## src/rtl/mole_pkg.sv

```systemverilog
// Shared types and widths for the whack-a-mole round controller.
package mole_pkg;

   localparam int KEY_W  = 4;
   localparam int CNT_W  = 8;
   localparam int LFSR_W = 16;
   localparam int MS_W   = 16;

   // Right-shifting Galois form of x^16 + x^14 + x^13 + x^11 + 1
   localparam logic [LFSR_W-1:0] LFSR_TAPS = 16'hB400;

   typedef enum logic [2:0] {
      ST_IDLE,
      ST_SPAWN,
      ST_UP,
      ST_GAP,
      ST_OVER
   } state_t;

   // Saturating add of a small increment to a score/miss counter
   function automatic logic [CNT_W-1:0] sat_add(input logic [CNT_W-1:0] cnt,
                                                input logic [1:0]       inc);
      logic [CNT_W:0] sum;
      sum = {1'b0, cnt} + {{(CNT_W-1){1'b0}}, inc};
      return sum[CNT_W] ? {CNT_W{1'b1}} : sum[CNT_W-1:0];
   endfunction

endpackage

```

## src/rtl/mole_lfsr.sv

```systemverilog
// Free-running 16-bit Galois LFSR used to pick mole holes.
module mole_lfsr
   import mole_pkg::*;
#(
   parameter logic [LFSR_W-1:0] SEED = 16'hACE1
) (
   input  logic              clk,
   input  logic              rst,
   output logic [LFSR_W-1:0] o_lfsr
);

   // Advance one step every clock; seed restored on reset
   always_ff @(posedge clk or negedge rst) begin
      if (!rst) o_lfsr <= SEED;
      else      o_lfsr <= {1'b0, o_lfsr[LFSR_W-1:1]} ^ (o_lfsr[0] ? LFSR_TAPS : '0);
   end

endmodule

```

## src/rtl/mole_hit_judge.sv

```systemverilog
// Whack-a-mole round controller: spawns moles, judges key strobes, keeps score.
// Optional feature: define MOLE_SPEEDUP_EN to shorten mole life after each hit.
module mole_hit_judge
   import mole_pkg::*;
#(
   parameter int               TICK_DIV     = 50000,
   parameter int               MOLE_LIFE_MS = 1000,
   parameter int               LIFE_MIN_MS  = 300,
   parameter int               GAP_MS       = 200,
   parameter int               GAME_MOLES   = 30,
   parameter logic [LFSR_W-1:0] LFSR_SEED   = 16'hACE1
) (
   input  logic             clk,
   input  logic             rst,
   input  logic             i_start,
   input  logic [KEY_W-1:0] i_key,
   input  logic             i_key_en,
   output logic [KEY_W-1:0] o_mole_pos,
   output logic             o_mole_vld,
   output logic             o_hit_pulse,
   output logic [CNT_W-1:0] o_score,
   output logic [CNT_W-1:0] o_miss,
   output logic             o_busy,
   output logic             o_game_over
);

   localparam int               PW        = (TICK_DIV > 1) ? $clog2(TICK_DIV) : 1;
   localparam logic [PW-1:0]    PRE_MAX   = PW'(TICK_DIV - 1);
   localparam logic [MS_W-1:0]  LIFE_INIT = MS_W'(MOLE_LIFE_MS);
   localparam logic [MS_W-1:0]  GAP_LAST  = MS_W'(GAP_MS - 1);
   localparam logic [CNT_W-1:0] GAME_N    = CNT_W'(GAME_MOLES);

   state_t             state, state_nx;
   logic [PW-1:0]      pre;
   logic               ms_tick;
   logic [LFSR_W-1:0]  lfsr;
   logic               lfsr_unused;
   logic [MS_W-1:0]    ms_cnt;
   logic [MS_W-1:0]    life;
   logic [CNT_W-1:0]   mole_cnt;
   logic [KEY_W-1:0]   cand;
   logic [1:0]         miss_inc;
   logic               key_match, hit, wrong, expire, gap_done, start_ok;

   mole_lfsr #(.SEED(LFSR_SEED)) u_lfsr (
      .clk    (clk),
      .rst    (rst),
      .o_lfsr (lfsr)
   );

   // Only the low nibble selects a hole
   assign lfsr_unused = ^lfsr[LFSR_W-1:KEY_W];

   // Millisecond prescaler, free running from reset
   always_ff @(posedge clk or negedge rst) begin
      if (!rst)              pre <= '0;
      else if (pre == PRE_MAX) pre <= '0;
      else                   pre <= pre + 1'b1;
   end

   assign ms_tick   = (pre == PRE_MAX);
   assign key_match = i_key_en && (i_key == o_mole_pos);
   assign hit       = (state == ST_UP) && key_match;
   assign wrong     = (state == ST_UP) && i_key_en && !key_match;
   // A hit landing on the expiry tick takes precedence
   assign expire    = (state == ST_UP) && ms_tick && (ms_cnt == life - 1'b1) && !hit;
   assign gap_done  = (state == ST_GAP) && ms_tick && (ms_cnt == GAP_LAST);
   assign start_ok  = i_start && ((state == ST_IDLE) || (state == ST_OVER));
   assign miss_inc  = {1'b0, wrong} + {1'b0, expire};

   // Avoid repeating the last hole, except for the first mole of a round
   assign cand = ((mole_cnt != '0) && (lfsr[KEY_W-1:0] == o_mole_pos)) ?
                 lfsr[KEY_W-1:0] + 1'b1 : lfsr[KEY_W-1:0];

`ifdef MOLE_SPEEDUP_EN
   localparam logic [MS_W-1:0] LIFE_FLOOR = MS_W'(LIFE_MIN_MS);
   logic [MS_W-1:0] life_dec;
   assign life_dec = life - (life >> 4);

   // Mole life shrinks by 1/16 per hit down to the floor; reloads per round
   always_ff @(posedge clk or negedge rst) begin
      if (!rst)          life <= LIFE_INIT;
      else if (start_ok) life <= LIFE_INIT;
      else if (hit)      life <= (life_dec < LIFE_FLOOR) ? LIFE_FLOOR : life_dec;
   end
`else
   logic [MS_W-1:0] life_min_unused;
   assign life_min_unused = MS_W'(LIFE_MIN_MS);
   assign life            = LIFE_INIT;
`endif

   // State register
   always_ff @(posedge clk or negedge rst) begin
      if (!rst) state <= ST_IDLE;
      else      state <= state_nx;
   end

   // Round sequencing
   always_comb begin
      state_nx = state;
      case (state)
         ST_IDLE, ST_OVER: if (i_start) state_nx = ST_SPAWN;
         ST_SPAWN:         state_nx = ST_UP;
         ST_UP:            if (hit || expire) state_nx = ST_GAP;
         ST_GAP:           if (gap_done) state_nx = (mole_cnt == GAME_N) ? ST_OVER : ST_SPAWN;
         default:          state_nx = ST_IDLE;
      endcase
   end

   // Mole placement, ms counting and score/miss bookkeeping
   always_ff @(posedge clk or negedge rst) begin
      if (!rst) begin
         o_mole_pos  <= '0;
         o_hit_pulse <= 1'b0;
         o_score     <= '0;
         o_miss      <= '0;
         mole_cnt    <= '0;
         ms_cnt      <= '0;
      end else begin
         o_hit_pulse <= hit;
         if (start_ok) begin
            o_score  <= '0;
            o_miss   <= '0;
            mole_cnt <= '0;
         end
         if (state == ST_SPAWN) begin
            o_mole_pos <= cand;
            mole_cnt   <= sat_add(mole_cnt, 2'd1);
            ms_cnt     <= '0;
         end else if (hit || expire) begin
            ms_cnt <= '0;
         end else if (((state == ST_UP) || (state == ST_GAP)) && ms_tick) begin
            ms_cnt <= ms_cnt + 1'b1;
         end
         if (hit)            o_score <= sat_add(o_score, 2'd1);
         if (state == ST_UP) o_miss  <= sat_add(o_miss, miss_inc);
      end
   end

   assign o_mole_vld  = (state == ST_UP);
   assign o_busy      = (state == ST_SPAWN) || (state == ST_UP) || (state == ST_GAP);
   assign o_game_over = (state == ST_OVER);

endmodule

```

## config.mk

```make
export PLATFORM = sky130hd
export DESIGN_NAME = mole_hit_judge
export DESIGN_NICKNAME = d
export VERILOG_FILES = /design/src/rtl/mole_pkg.sv /design/src/rtl/mole_lfsr.sv /design/src/rtl/mole_hit_judge.sv
export SDC_FILE = /design/constraint.sdc
export NUM_CORES = 1
export LEC_CHECK = 0
export CORE_MARGIN = 5
export CORE_UTILIZATION = 50
export CTS_CLUSTER_SIZE = 24
export DETAILED_ROUTE_END_ITERATION = 8
export GPL_ROUTABILITY_DRIVEN = 1
export HOLD_SLACK_MARGIN = 0.03
export PLACE_DENSITY = 0.77
export SYNTH_ARGS = -nofsm -noshare
export SYNTH_HDL_FRONTEND = slang
export SYNTH_HIERARCHICAL = 1
export SYNTH_SLANG_ARGS = --single-unit
export TNS_END_PERCENT = 100
```

## constraint.sdc

```tcl
create_clock -name clk -period 5.5 [get_ports clk]
set_clock_uncertainty 0.2 [all_clocks]
set_input_delay 0.55 -clock clk [delete_from_list [all_inputs] [get_ports clk]]
set_output_delay 0.55 -clock clk [all_outputs]
set_load 0.01 [all_outputs]
```

; Word level (Yosys, flattened, before mapping)
; Index checks and enable logic that the tools add are counted.
[op_classes]
muxes = 18
add_sub_neg = 7
n_reduce_logical = 27
n_bitwise = 1
n_eq_ne = 13
[ops]
columns = operator, n
row1 = $mux 16, 5
row2 = $mux 8, 7
row3 = $add 16x1->16 const B, 2
row4 = $add 8x1->9 const B, 2
row5 = $eq 16x10->1 const B, 1
row6 = $eq 16x16->1 const B, 1
row7 = $eq 16x8->1 const B, 1
row8 = $xor 15x16->16, 1
row9 = $logic_and 1x1->1, 12
row10 = $mux 3, 4
row11 = $pmux 3 s4, 1
row12 = $add 8x2->9, 1
row13 = $eq 4x4->1, 2
row14 = $eq 8x5->1 const B, 1
row15 = $reduce_bool 8->1, 1
row16 = $eq 3x2->1 const B, 2
row17 = $reduce_bool 2->1, 3
row18 = $logic_or 1x1->1, 5
row19 = $add 4x1->4 const B, 1
row20 = $mux 4, 1
row21 = $ne 2x2->1 const B, 2
row22 = $eq 3x1->1 const B, 1
row23 = $eq 3x3->1 const B, 1
row24 = $logic_not 3->1, 1
row25 = other kinds (6), 7
[word_totals]
ff_bits = 80
out_inout_bits = 24
inputBits = 8

; Longest topological paths before layout
; Gate-level depths: netlist (run 1).
[logic_depth]
ltp_word = 9
depth_mapped = 14

; Cells and area by module
; Netlist (run 1), hierarchy kept.
[modules_own_cells]
columns = mod, area_per_inst_um2, cells_each, instances
row1 = mole_hit_judge, 3611.0, 365, 1
row2 = mole_lfsr, 436.7, 19, 1

; Least setup slack after synthesis (run 1)
; No wires, ideal clock.
[synth_path]
path_type = input port to flip-flop
startpoint = input i_key[2]
endpoint = register o_miss[5]
cell_stages = 12
t_arrival_ps = 2495
path_buffers = 1
required_ps = 5152
setup_ps = 148
setup_slack_ps = 2658
path_cell_list = xnor2_1 -> nand4_1 -> nor2_4 -> buf_4 -> nor2b_1 -> fa_1 -> ha_1 -> and3_1 -> nand3_1 -> o21ai_0 -> a21oi_1 -> a311oi_1
[synth_via]
elab_chain_cells = 9
[synth_rtl]
columns = item, line_no
row1 = start: declaration, mole_hit_judge.sv:16  ; input logic [KEY_W-1:0] i_key,
row2 = $eq 4x4->1, mole_hit_judge.sv:62  ; assign key_match = i_key_en && (i_key == o_mole_pos);
row3 = $logic_and 1x1->1, mole_hit_judge.sv:62
row4 = $logic_and 1x1->1, mole_hit_judge.sv:63  ; assign hit = (state == ST_UP) && key_match;
row5 = via hit, mole_hit_judge.sv:43  ; logic key_match, hit, wrong, expire, gap_done, start_ok;
row6 = $logic_not 1->1, mole_hit_judge.sv:66  ; assign expire = (state == ST_UP) && ms_tick && (ms_cnt == life - 1'b1) && !hit;
row7 = $logic_and 1x1->1, mole_hit_judge.sv:66
row8 = $add 1x1->2, mole_hit_judge.sv:69  ; assign miss_inc = {1'b0, wrong} + {1'b0, expire};
row9 = $add 8x2->9, mole_pkg.sv:24  ; sum = {1'b0, cnt} + {{(CNT_W-1){1'b0}}, inc};
row10 = $mux 8, mole_pkg.sv:25  ; return sum[CNT_W] ? {CNT_W{1'b1}} : sum[CNT_W-1:0];
row11 = $mux 8, mole_hit_judge.sv:136  ; if (state == ST_UP) o_miss <= sat_add(o_miss, miss_inc);
row12 = end signal: assignment, mole_hit_judge.sv:136
row13 = end: declaration, mole_hit_judge.sv:22  ; output logic [CNT_W-1:0] o_miss,
; The timed path passes the listed nets, and every way through them passes these cells.
; A chain may end at the register's enable or synchronous reset.

; Worst setup path in the final report (run 1)
[layout_path]
startpoint = input i_key[0]
endpoint = register o_miss[5]
[layout_via]
elab_chain_cells = 9
[layout_rtl]
columns = item, line_no
row1 = $eq 4x4->1 *, mole_hit_judge.sv:62
row2 = $logic_and 1x1->1 *, mole_hit_judge.sv:62
row3 = $logic_and 1x1->1, mole_hit_judge.sv:63
row4 = $logic_not 1->1, mole_hit_judge.sv:66
row5 = $logic_and 1x1->1, mole_hit_judge.sv:66
row6 = $add 1x1->2 *, mole_hit_judge.sv:69
row7 = $add 8x2->9 *, mole_pkg.sv:24
row8 = $mux 8 *, mole_pkg.sv:25
row9 = $mux 8 *, mole_hit_judge.sv:136
; Mark *: on every way between the ends. The rest lies on a longest branch, timed or not.

==> flow_metrics.py, run 1 <==
metrics = {
    "outcome": {
        "outcome": "complete, no violations",
    },
    "drt": {
        "drc": 0,
        "wire_per_inst_um": 14.4,
        "viasPerCell": 5.55,
        "first_pass_iters": 4,
        "detail_route.wirelength_um": 7520,
        "drtAntennaViolNets": 0,
        "vias": 2899,
        "met2_length_um": 3730,
        "drtIter0Drc": 146,
        "route.met3.wl_um": 206,
        "m1WireLength_um": 3520,
        "top_layer": "met4",
    },
    "pwr": {
        "powerDensity_nw_per_um2": 336,
        "p_leak_uw": 0.00203,
        "peakVddDrop_uv": 266,
        "finalPower_uw": 1540,
    },
    "yosys": {
        "yosysTopAreaCell": "dfrtp_1",
        "synth_cell_types": 52,
        "synth_edf_count": 0,
        "synth_nets": 401,
        "yosys-top-cells-count": "dfrtp_1 (72), nor2_1 (39), nand2_1 (26)",
        "synth_area_sq_um": 4050,
        "synth_cells": 384,
        "ys_ff_latch": 80,
        "synth.most_common_cell": "dfrtp_1",
        "async_flop_share_pct": 100,
        "netlist.area_leader.share_pct": 44.5,
        "synth.area.top_cells": "dfrtp_1 (45%), dfstp_2 (5.2%), xor2_1 (4.8%), xnor2_1 (4.5%), nor2_1 (3.6%)",
        "ys.flop_type": "dfrtp_1",
        "yosys_warnings": 6,
        "avgSynthCellArea_sq_um": 10.5,
        "ys_seq_area_share_pct": 49.7,
    },
    "cts": {
        "cts_resized": 0,
        "cts_tree": "yes",
        "cts.sinks": 80,
        "cts_buffers": 9,
        "postCtsHoldBufs": 0,
        "post_cts_buffers": 0,
        "max-clock-path-buffers": 2,
        "clkTransAtPathRegs_ns": 0.08,
        "cts_max_level": 3,
        "ctsRootBufferMaster": "clkbuf_8",
        "clk_latency_ns": 0.35,
    },
    "sta": {
        "rsz0062_at_grt": "false",
        "hold_viol_final": 0,
        "fin_tns_setup_ns": 0,
        "max_freq_ghz": 0.304,
        "setup_violations": 0,
        "worstMarginPinSlew_ns": 1.18,
        "min_period_ns": 3.29,
        "fin_crit_sh_pct": 59.8,
        "maxSlewHeadroom_pct": 21.3,
        "maxSlewViolCount": 0,
    },
    "setup_path": {
        "required_ns": 5.50,
        "worstPathArrival_ns": 3.28,
        "path_class": "primary input to flop",
        "path_max_fanout": 14,
        "startpoint": "i_key[0]",
        "critPathLaunchType": "primary input",
        "crit_path_end_kind": "flop",
        "r2r_start": "pre[0]",
    },
    "layout": {
        "final_cells": 522,
        "drive_above_1_share_pct": 11.7,
        "synthToLayoutAreaGrowth_pct": 13.4,
        "nets": 432,
        "n_antenna_cell": 0,
    },
    "place": {
        "hpwl_um": 5220,
        "io_buffers": 31,
        "gp_congestion": 0.806,
        "dp_cells": 506,
    },
    "die": {
        "rows": 32,
        "ios": 32,
        "start_util_pct": 51.8,
        "fp.dieW_um": 100,
        "die-area_sq_um": 10000,
        "core_sq_um": 7810,
        "die_h_um": 100,
    },
    "global_routing": {
        "grt_max_degree": 81,
        "antenna_found_initial": 0,
        "grt_overflow": 0,
        "grt_pass1_wl_um": 13200,
        "grt_pass1_vias": 2790,
        "grt.total_usage_pct": 16.4,
    },
    "hold_path": {
        "hold_class": "primary input to async pin",
    },
    "job": {
        "cap_violations": 0,
    },
}
report_power, final:
| part | switching, uW | total [uW] | leakage (uW) | internal (uW) |
|---|---|---|---|---|
| combinational | 221 | 396 | 0.000902 | 174 |
| clock | 209 | 410 | 0.0000988 | 201 |
| sequential | 84.2 | 738 | 0.00103 | 654 |
cell type report:
class | instances | area, sq um
clock inverters | 4 | 26.3
fillers | 671 | 3220
multi-input cells | 283 | 1910
clock buffers | 12 | 165
flip-flops and latches | 80 | 2010
well taps | 102 | 128
inverters | 9 | 38.8
repair buffers | 32 | 315
routing by layer:
layer,global-route usage [%],vias up
li1,-,1423
met1,22.0,1435
met2,26.4,36
met5,0,-
met4,4.66,0
met3,4.24,5
cell families after synthesis:
group | after synthesis | synth area share, %
xor+xnor | 43 | 9.30
simple gates | 183 | 27.2
mux | 4 | 0.989
fa+ha+maj | 9 | 2.97
compound gates | 44 | 6.62
buf+inv | 21 | 3.18
flops | 80 | 49.7
metrics by stage:
| step | util (%) | area, sq um | hold slack [ns] | worst slack [ns] |
|---|---|---|---|---|
| final | 58.8 | 4590 | 0.145 | 2.21 |
| after global routing | 58.8 | 4590 | 0.150 | 1.89 |
| after CTS | 58.8 | 4590 | 0.152 | 2.21 |
| after detailed placement | 56.4 | 4400 | 0.138 | 1.84 |
| after global placement | 56.4 | 4400 | 0.137 | 1.94 |
| after floorplan | - | 4050 | 0.0544 | 2.66 |
final timing paths:
kind / to / slack (ns) / depth (start not counted)
max in group asynchronous: u_lfsr/o_lfsr[2] / 4.31 / 1
max: o_miss[5] / 2.21 / 12
min: pre[9] / 0.15 / 1
min reg2reg: u_lfsr/o_lfsr[3] / 0.15 / 0
max reg2reg: o_miss[5] / 2.27 / 12
min in group clk: u_lfsr/o_lfsr[3] / 0.15 / 0
sequential cells by signal (all words and copies together) (netlist names):
register and cells:
pre 16, mole_cnt 8, state 3, ms_cnt 16
o_score 8, u_lfsr/o_lfsr 16, o_miss 8, o_mole_pos 4
o_hit_pulse 1
critical path, stage by stage:
cell             delay, ns
clkdlybuf4s50_1       0.47
xnor2_1               0.14
nand4_1               0.29
nor2_4                0.33
nor2b_1               0.10
fa_1                  0.41
ha_1                  0.23
and3_1                0.18
nand3_1               0.19
o21ai_0               0.14
a21oi_1               0.18
a311oi_1              0.06
cells in the final DEF, fill, tap and decap left out, drive strengths merged, types with 5 or more instances in the layout:
master         count
clkdlybuf4s50     30
clkbuf            12
dfstp              8
xnor2             21
dfrtp             72
ha                 8
nand4             13
xor2              22
o21ai              5
nand3             21
nor2              50
and2               6
and4               5
inv               10
and3              14
nor2b              5
a21oi             22
nor4               8
nor3              18
nand2             27
a31oi              7
No activity file was read; power rests on OpenSTA's default activity.
==> inputs of run 2 (changes only) <==
clock period = 3.3 ns   (was 5.5 ns; I/O delays follow)
==> run 2 against run 1 <==
  * Register-to-register slack worse by 2.0 ns
  * Worst hold slack better by 0.011 ns
  * Power is 71% higher
  * Combinational power is 77% higher
  * Global-route usage is 0.38 points higher
  * Critical path depth stayed put
  * Die area stayed put
  * Sequential power is 67% higher
==> flow_metrics.py, run 2 (synthesis gave the netlist of run 1 again) <==
metrics = {
    "setup_path": {
        "worstPathArrival_ns": 3.09,
        "crit_path_end_kind": "flop",
        "path_cells": "ha_1 > and3_1 > nand4_1 > nor3_2 > nor2b_1 > fa_1 > ha_1 > and3_1 > nand3_2 > o21ai_0 > a21oi_1 > a311oi_1",
        "path_max_fanout": 7,
        "required_ns": 3.36,
        "path_buf_inv": 0,
        "crit_slowest_cell": "dfrtp_1",
        "cp_top_family": "simple AND/OR/NAND/NOR gates",
        "path_class": "flop to flop",
        "max_stage_delay_ns": 0.39,
        "critPathLaunchType": "flop",
    },
    "sta": {
        "min_period_ns": 3.04,
        "maxSlewViolCount": 0,
        "fin_crit_sh_pct": 92.1,
        "rsz0062_at_grt": "false",
        "hold_viol_final": 0,
        "worstMarginPinSlew_ns": 0.980,
        "max_freq_ghz": 0.329,
        "setup_violations": 0,
        "setup_slack_ns": 0.262,
        "maxSlewHeadroom_pct": 34.7,
        "fin_tns_setup_ns": 0,
    },
    "place": {
        "place_ws_ns": 0.140,
        "gp_congestion": 0.780,
        "io_buffers": 31,
        "hpwl_um": 5370,
    },
    "global_routing": {
        "grt.total_usage_pct": 16.8,
        "grt_pass1_wl_um": 13500,
        "antenna_found_initial": 0,
        "grt_pass1_vias": 2840,
        "grt_max_degree": 81,
        "grt_overflow": 0,
    },
    "job": {
        "cap_violations": 0,
    },
    "pwr": {
        "p_leak_uw": 0.00206,
        "powerDensity_nw_per_um2": 565,
        "peakVddDrop_uv": 371,
    },
    "cts": {
        "clkTransAtPathRegs_ns": 0.08,
        "cts_max_level": 3,
        "clk_latency_ns": 0.35,
        "ctsRootBufferMaster": "clkbuf_8",
        "cts_tree": "yes",
        "max-clock-path-buffers": 2,
        "cts.sinks": 80,
        "cts_buffers": 9,
    },
    "drt": {
        "detail_route.wirelength_um": 7780,
        "wire_per_inst_um": 14.7,
        "drtIter0Drc": 122,
        "vias": 2983,
        "drtAntennaViolNets": 0,
        "drc": 0,
        "first_pass_iters": 4,
        "viasPerCell": 5.64,
    },
    "layout": {
        "final_common_cell": "dfrtp_1",
        "drive_above_1_share_pct": 13.1,
        "fillers": 648,
        "synthToLayoutAreaGrowth_pct": 15.3,
        "nets": 439,
        "final_cell_mix": "dfrtp_1 (72), nor2_1 (39), clkdlybuf4s50_1 (30)",
        "largestRegisters": "ms_cnt (16), pre (16), u_lfsr/o_lfsr (16)",
        "n_antenna_cell": 0,
    },
    "hold_path": {
        "hold_class": "flop to flop",
    },
    "die": {
        "die_h_um": 100,
        "die-area_sq_um": 10000,
        "rows": 32,
        "fp.dieW_um": 100,
        "start_util_pct": 51.8,
        "core_sq_um": 7810,
        "ios": 32,
    },
    "outcome": {
        "outcome": "complete, no violations",
    },
}
-- run 2: cell count changes in the layout (fill, tap and decap cells not counted), sizes merged --
cell,delta
clkinvlp,+2
bufinv,+1
clkbuf,-3
buf,+6
dlygate4sd3,+1
-- run 2: where the power goes --
| part | total [uW] | internal [uW] | switching, uW |
|---|---|---|---|
| clock network | 712 | 349 | 363 |
| logic | 699 | 327 | 371 |
| registers | 1230 | 1090 | 137 |
-- run 2: worst paths after layout --
| path | start | to | slack [ns] | cells after the start |
|---|---|---|---|---|
| setup / recovery | pre[0] | o_miss[5] | 0.26 | 12 |
| hold / removal | u_lfsr/o_lfsr[7] | u_lfsr/o_lfsr[6] | 0.16 | 0 |
| setup reg to reg | pre[0] | o_miss[5] | 0.26 | 12 |
| hold reg to reg | u_lfsr/o_lfsr[7] | u_lfsr/o_lfsr[6] | 0.16 | 0 |
| max in group asynchronous | rst | u_lfsr/o_lfsr[9] | 1.80 | 2 |
| min in group asynchronous | rst | ms_cnt[10] | 0.49 | 2 |
-- run 2: cell type report --
class	count	area [sq um]	share of cell area, %
clock buffers	9	124	2.65
clock inverters	7	71.3	1.53
inverters	9	38.8	0.831
multi-input cells	283	1910	41.0
flip-flops and latches	80	2010	43.1
well taps	102	128	2.73
repair buffers	39	383	8.20
-- run 2: metrics by stage --
| step | total power (uW) | util [%] | hold slack [ns] | area [sq um] | instances |
|---|---|---|---|---|---|
| after floorplan | 1690 | - | -0.166 | 4050 | 384 |
| after global placement | 1940 | 56.9 | 0.138 | 4440 | 510 |
| after detailed placement | 1950 | 56.9 | 0.147 | 4440 | 510 |
| after CTS | 2670 | 59.5 | 0.155 | 4650 | 527 |
| after global routing | 2810 | 59.8 | 0.167 | 4670 | 529 |
| final | 2640 | 59.8 | 0.156 | 4670 | 529 |
-- run 2: repair_timing --
action,4_1_cts,5_1_grt
hold endpoints to repair,72,0
endpoints found under the setup margin,0,5
hold buffers,1,0
resized for setup,0,1
setup buffers,0,2
-- run 2: worst register-to-register path, delay by kind of cell (launching register included) --
kind,cells,cell delay (ns)
compound gates,3,0.45
fa+ha+maj,3,0.63
flops,1,0.39
simple gates,6,1.28
-- run 2: per-layer routing --
metal	global-route usage, %	up-vias	share of wire, %
met4	4.87	0	1.2
met1	21.5	1475	44
met2	27.6	69	50
li1	-	1432	-
met3	5.07	7	4.9
met5	0	-	0
==> inputs of run 3 (changes only) <==
SYNTH_HIERARCHICAL = not set   (was 1)
==> run 3 against run 2 <==
  * Utilization down 0.14 points
  * Area after synthesis down 2.9%
  * Flip-flop and latch count stayed put
  * Sequential power is 3% lower
  * Combinational power shrank 30%
  * Fmax grew 0.44%
  * First-iteration DRC count fell by 6.6%
  * Cell area down 1.8%
  * Largest cell class unchanged
==> flow_metrics.py, run 3 <==
metrics = {
    "outcome": {
        "outcome": "complete, no violations",
    },
    "die": {
        "fp.dieW_um": 98.6,
        "die-area_sq_um": 9730,
        "rows": 32,
        "ios": 32,
        "core_sq_um": 7690,
        "start_util_pct": 51.1,
        "die_h_um": 98.6,
    },
    "layout": {
        "multi_input_area_sq_um": 1820,
        "final_cell_mix": "dfrtp_1 (72), nor2_1 (41), nand2_1 (32)",
        "n_antenna_cell": 0,
        "synthToLayoutAreaGrowth_pct": 16.7,
        "regArea_sq_um": 2010,
        "drive_above_1_share_pct": 10.3,
        "largestRegisters": "ms_cnt (16), pre (16), u_lfsr.o_lfsr (16)",
        "final_common_cell": "dfrtp_1",
        "fillers": 667,
        "final_util_pct": 59.7,
        "nets": 440,
    },
    "yosys": {
        "ys_seq_area_share_pct": 51.2,
        "yosys-top-cells-count": "dfrtp_1 (72), nor2_1 (41), nand2_1 (32)",
        "yosysTopAreaCell": "dfrtp_1",
        "synth.area.top_cells": "dfrtp_1 (46%), xnor2_1 (6.0%), dfstp_2 (5.4%), nor2_1 (3.9%), xor2_1 (3.6%)",
        "synth_area_sq_um": 3930,
        "synth.most_common_cell": "dfrtp_1",
        "ys_ff_latch": 80,
        "synth_nets": 402,
        "avgSynthCellArea_sq_um": 10.2,
        "async_flop_share_pct": 100,
        "ys.flop_type": "dfrtp_1",
        "synth_cells": 385,
        "synth_edf_count": 0,
        "yosys_warnings": 0,
        "synth_cell_types": 47,
        "netlist.area_leader.share_pct": 45.9,
    },
    "sta": {
        "maxSlewHeadroom_pct": 34.6,
        "fin_tns_setup_ns": 0,
        "setup_violations": 0,
        "hold_slack_ns": 0.154,
        "worstMarginPinSlew_ns": 0.981,
        "rsz0062_at_grt": "false",
        "min_period_ns": 3.02,
        "maxSlewViolCount": 0,
        "max_freq_ghz": 0.331,
        "hold_viol_final": 0,
        "fin_crit_sh_pct": 91.7,
    },
    "setup_path": {
        "crit_slowest_cell": "or4_4",
        "crit_path_end_kind": "flop",
        "critPathLaunchType": "flop",
        "cpMostUsedCell": "ha_1",
        "required_ns": 3.38,
        "max_stage_delay_ns": 0.49,
        "cp_top_family": "simple AND/OR/NAND/NOR gates",
        "r2r_start": "pre[0]",
        "r2r_end": "o_miss[5]",
        "path_max_fanout": 5,
        "path_cells": "ha_1 > and3_2 > nand4_1 > or4_4 > nor3_4 > fa_1 > ha_1 > and3_1 > nand3_1 > and2_1 > a211oi_1",
        "path_buf_inv": 0,
        "worstPathArrival_ns": 3.10,
        "reg2reg_setup_slack_ns": 0.28,
        "path_class": "flop to flop",
        "rr_worst_depth": 11,
    },
    "hold_path": {
        "hold_class": "flop to flop",
        "hold_depth": 0,
        "hold_path.startpoint": "u_lfsr.o_lfsr[9]",
        "whs_endpoint": "u_lfsr.o_lfsr[8]",
    },
    "place": {
        "io_buffers": 31,
        "hpwl_um": 5340,
        "gp_congestion": 0.841,
    },
    "drt": {
        "viasPerCell": 5.55,
        "first_pass_iters": 4,
        "wire_per_inst_um": 14.7,
        "drtAntennaViolNets": 0,
        "vias": 2939,
        "detail_route.wirelength_um": 7800,
        "drtIter0Drc": 114,
        "drc": 0,
    },
    "pwr": {
        "peakVddDrop_uv": 363,
        "finalPower_uw": 2430,
        "powerDensity_nw_per_um2": 530,
        "p_leak_uw": 0.00201,
    },
    "cts": {
        "ctsRootBufferMaster": "clkbuf_8",
        "cts_max_level": 3,
        "clkTransAtPathRegs_ns": 0.09,
        "clk_latency_ns": 0.37,
        "max-clock-path-buffers": 2,
        "cts.sinks": 80,
        "cts_buffers": 9,
        "cts_tree": "yes",
    },
    "global_routing": {
        "antenna_found_initial": 0,
        "grt_overflow": 0,
        "grt_pass1_vias": 2940,
        "grt_pass1_wl_um": 13700,
        "grt.total_usage_pct": 17.1,
        "grt_max_degree": 81,
    },
    "job": {
        "cap_violations": 0,
    },
}
==> run 3: cell count changes after synthesis, sizes merged, moves of 5 or more <==
cell	change
nor2	-9
nand2	+6
nor4	+5
xnor2	+6
inv	+5
and3	-6
xor2	-6
and4	+5
==> run 3: through the flow <==
| stage | area [sq um] | setup slack [ns] | instances |
|---|---|---|---|
| CTS | 4570 | 0.0173 | 530 |
| detailed placement | 4360 | 0.0149 | 513 |
| global route | 4590 | 0.0688 | 530 |
| global placement | 4360 | 0.187 | 513 |
| finish | 4590 | 0.275 | 530 |
| floorplan | 3930 | 0.351 | 385 |
==> run 3: worst max-delay path by stage <==
stage	startpoint	end	slack, ns	cells after the start
2_1_floorplan	pre[0]	o_miss[3]	0.35	12
3_3_place_gp	i_key[3]	o_miss[1]	0.19	12
3_5_place_dp	pre[0]	o_miss[5]	0.01	11
4_1_cts	pre[0]	o_miss[5]	0.02	11
5_1_grt	state[1]	o_miss[1]	0.07	13
6_report	pre[0]	o_miss[5]	0.28	11
==> run 3: area by class of cell <==
cell class                      instances  share of cell area (%)
Sequential cell                        80                    43.9
Multi-Input combinational cell        280                    39.8
Timing Repair Buffer                   38                    7.91
Tap cell                              102                    2.78
Clock buffer                            9                    2.70
Clock inverter                          7                    1.80
Inverter                               14                    1.15
==> run 3: timing repair <==
| action | 4_1_cts | 5_1_grt |
|---|---|---|
| setup endpoints to repair | 0 | 7 |
| setup buffers | 0 | 0 |
| hold buffers | 1 | 0 |
| endpoints found under the hold margin | 72 | 0 |
| resized for setup | 0 | 3 |
==> run 3: worst register-to-register path, delay by kind of cell, from the launching register on <==
| kind | cells | cell delay [ns] |
|---|---|---|
| compound gates | 1 | 0.23 |
| fa+ha+maj | 3 | 0.61 |
| flops | 1 | 0.41 |
| simple gates | 7 | 1.49 |
==> run 3: routing by layer <==
| layer | GRT usage, % | vias up | part of all wire, % |
|---|---|---|---|
| met1 | 22.9 | 1433 | 49 |
| li1 | - | 1444 | - |
| met5 | 0 | - | 0 |
| met2 | 27.1 | 48 | 46 |
| met4 | 5.25 | 0 | 1.3 |
| met3 | 4.88 | 14 | 3.9 |
==> run 3: where the power goes <==
| group | internal (uW) | leakage, uW | total (uW) | switching (uW) |
|---|---|---|---|---|
| Sequential | 1070 | 0.00104 | 1190 | 121 |
| Combinational | 257 | 0.000876 | 490 | 233 |
| Clock | 362 | 0.0000988 | 753 | 391 |
| Total | 1690 | 0.00201 | 2430 | 745 |
==> run 3: logic make-up after synthesis <==
kind of cell	after synthesis	synth area share, %
adder cells (fa/ha/maj)	9	3.06
AND/OR/NAND/NOR	180	25.2
flip-flops	80	51.2
AO/OA/AOI/OAI	43	7.01
XOR/XNOR	43	9.59
buffers and inverters	25	2.68
multiplexers	5	1.31
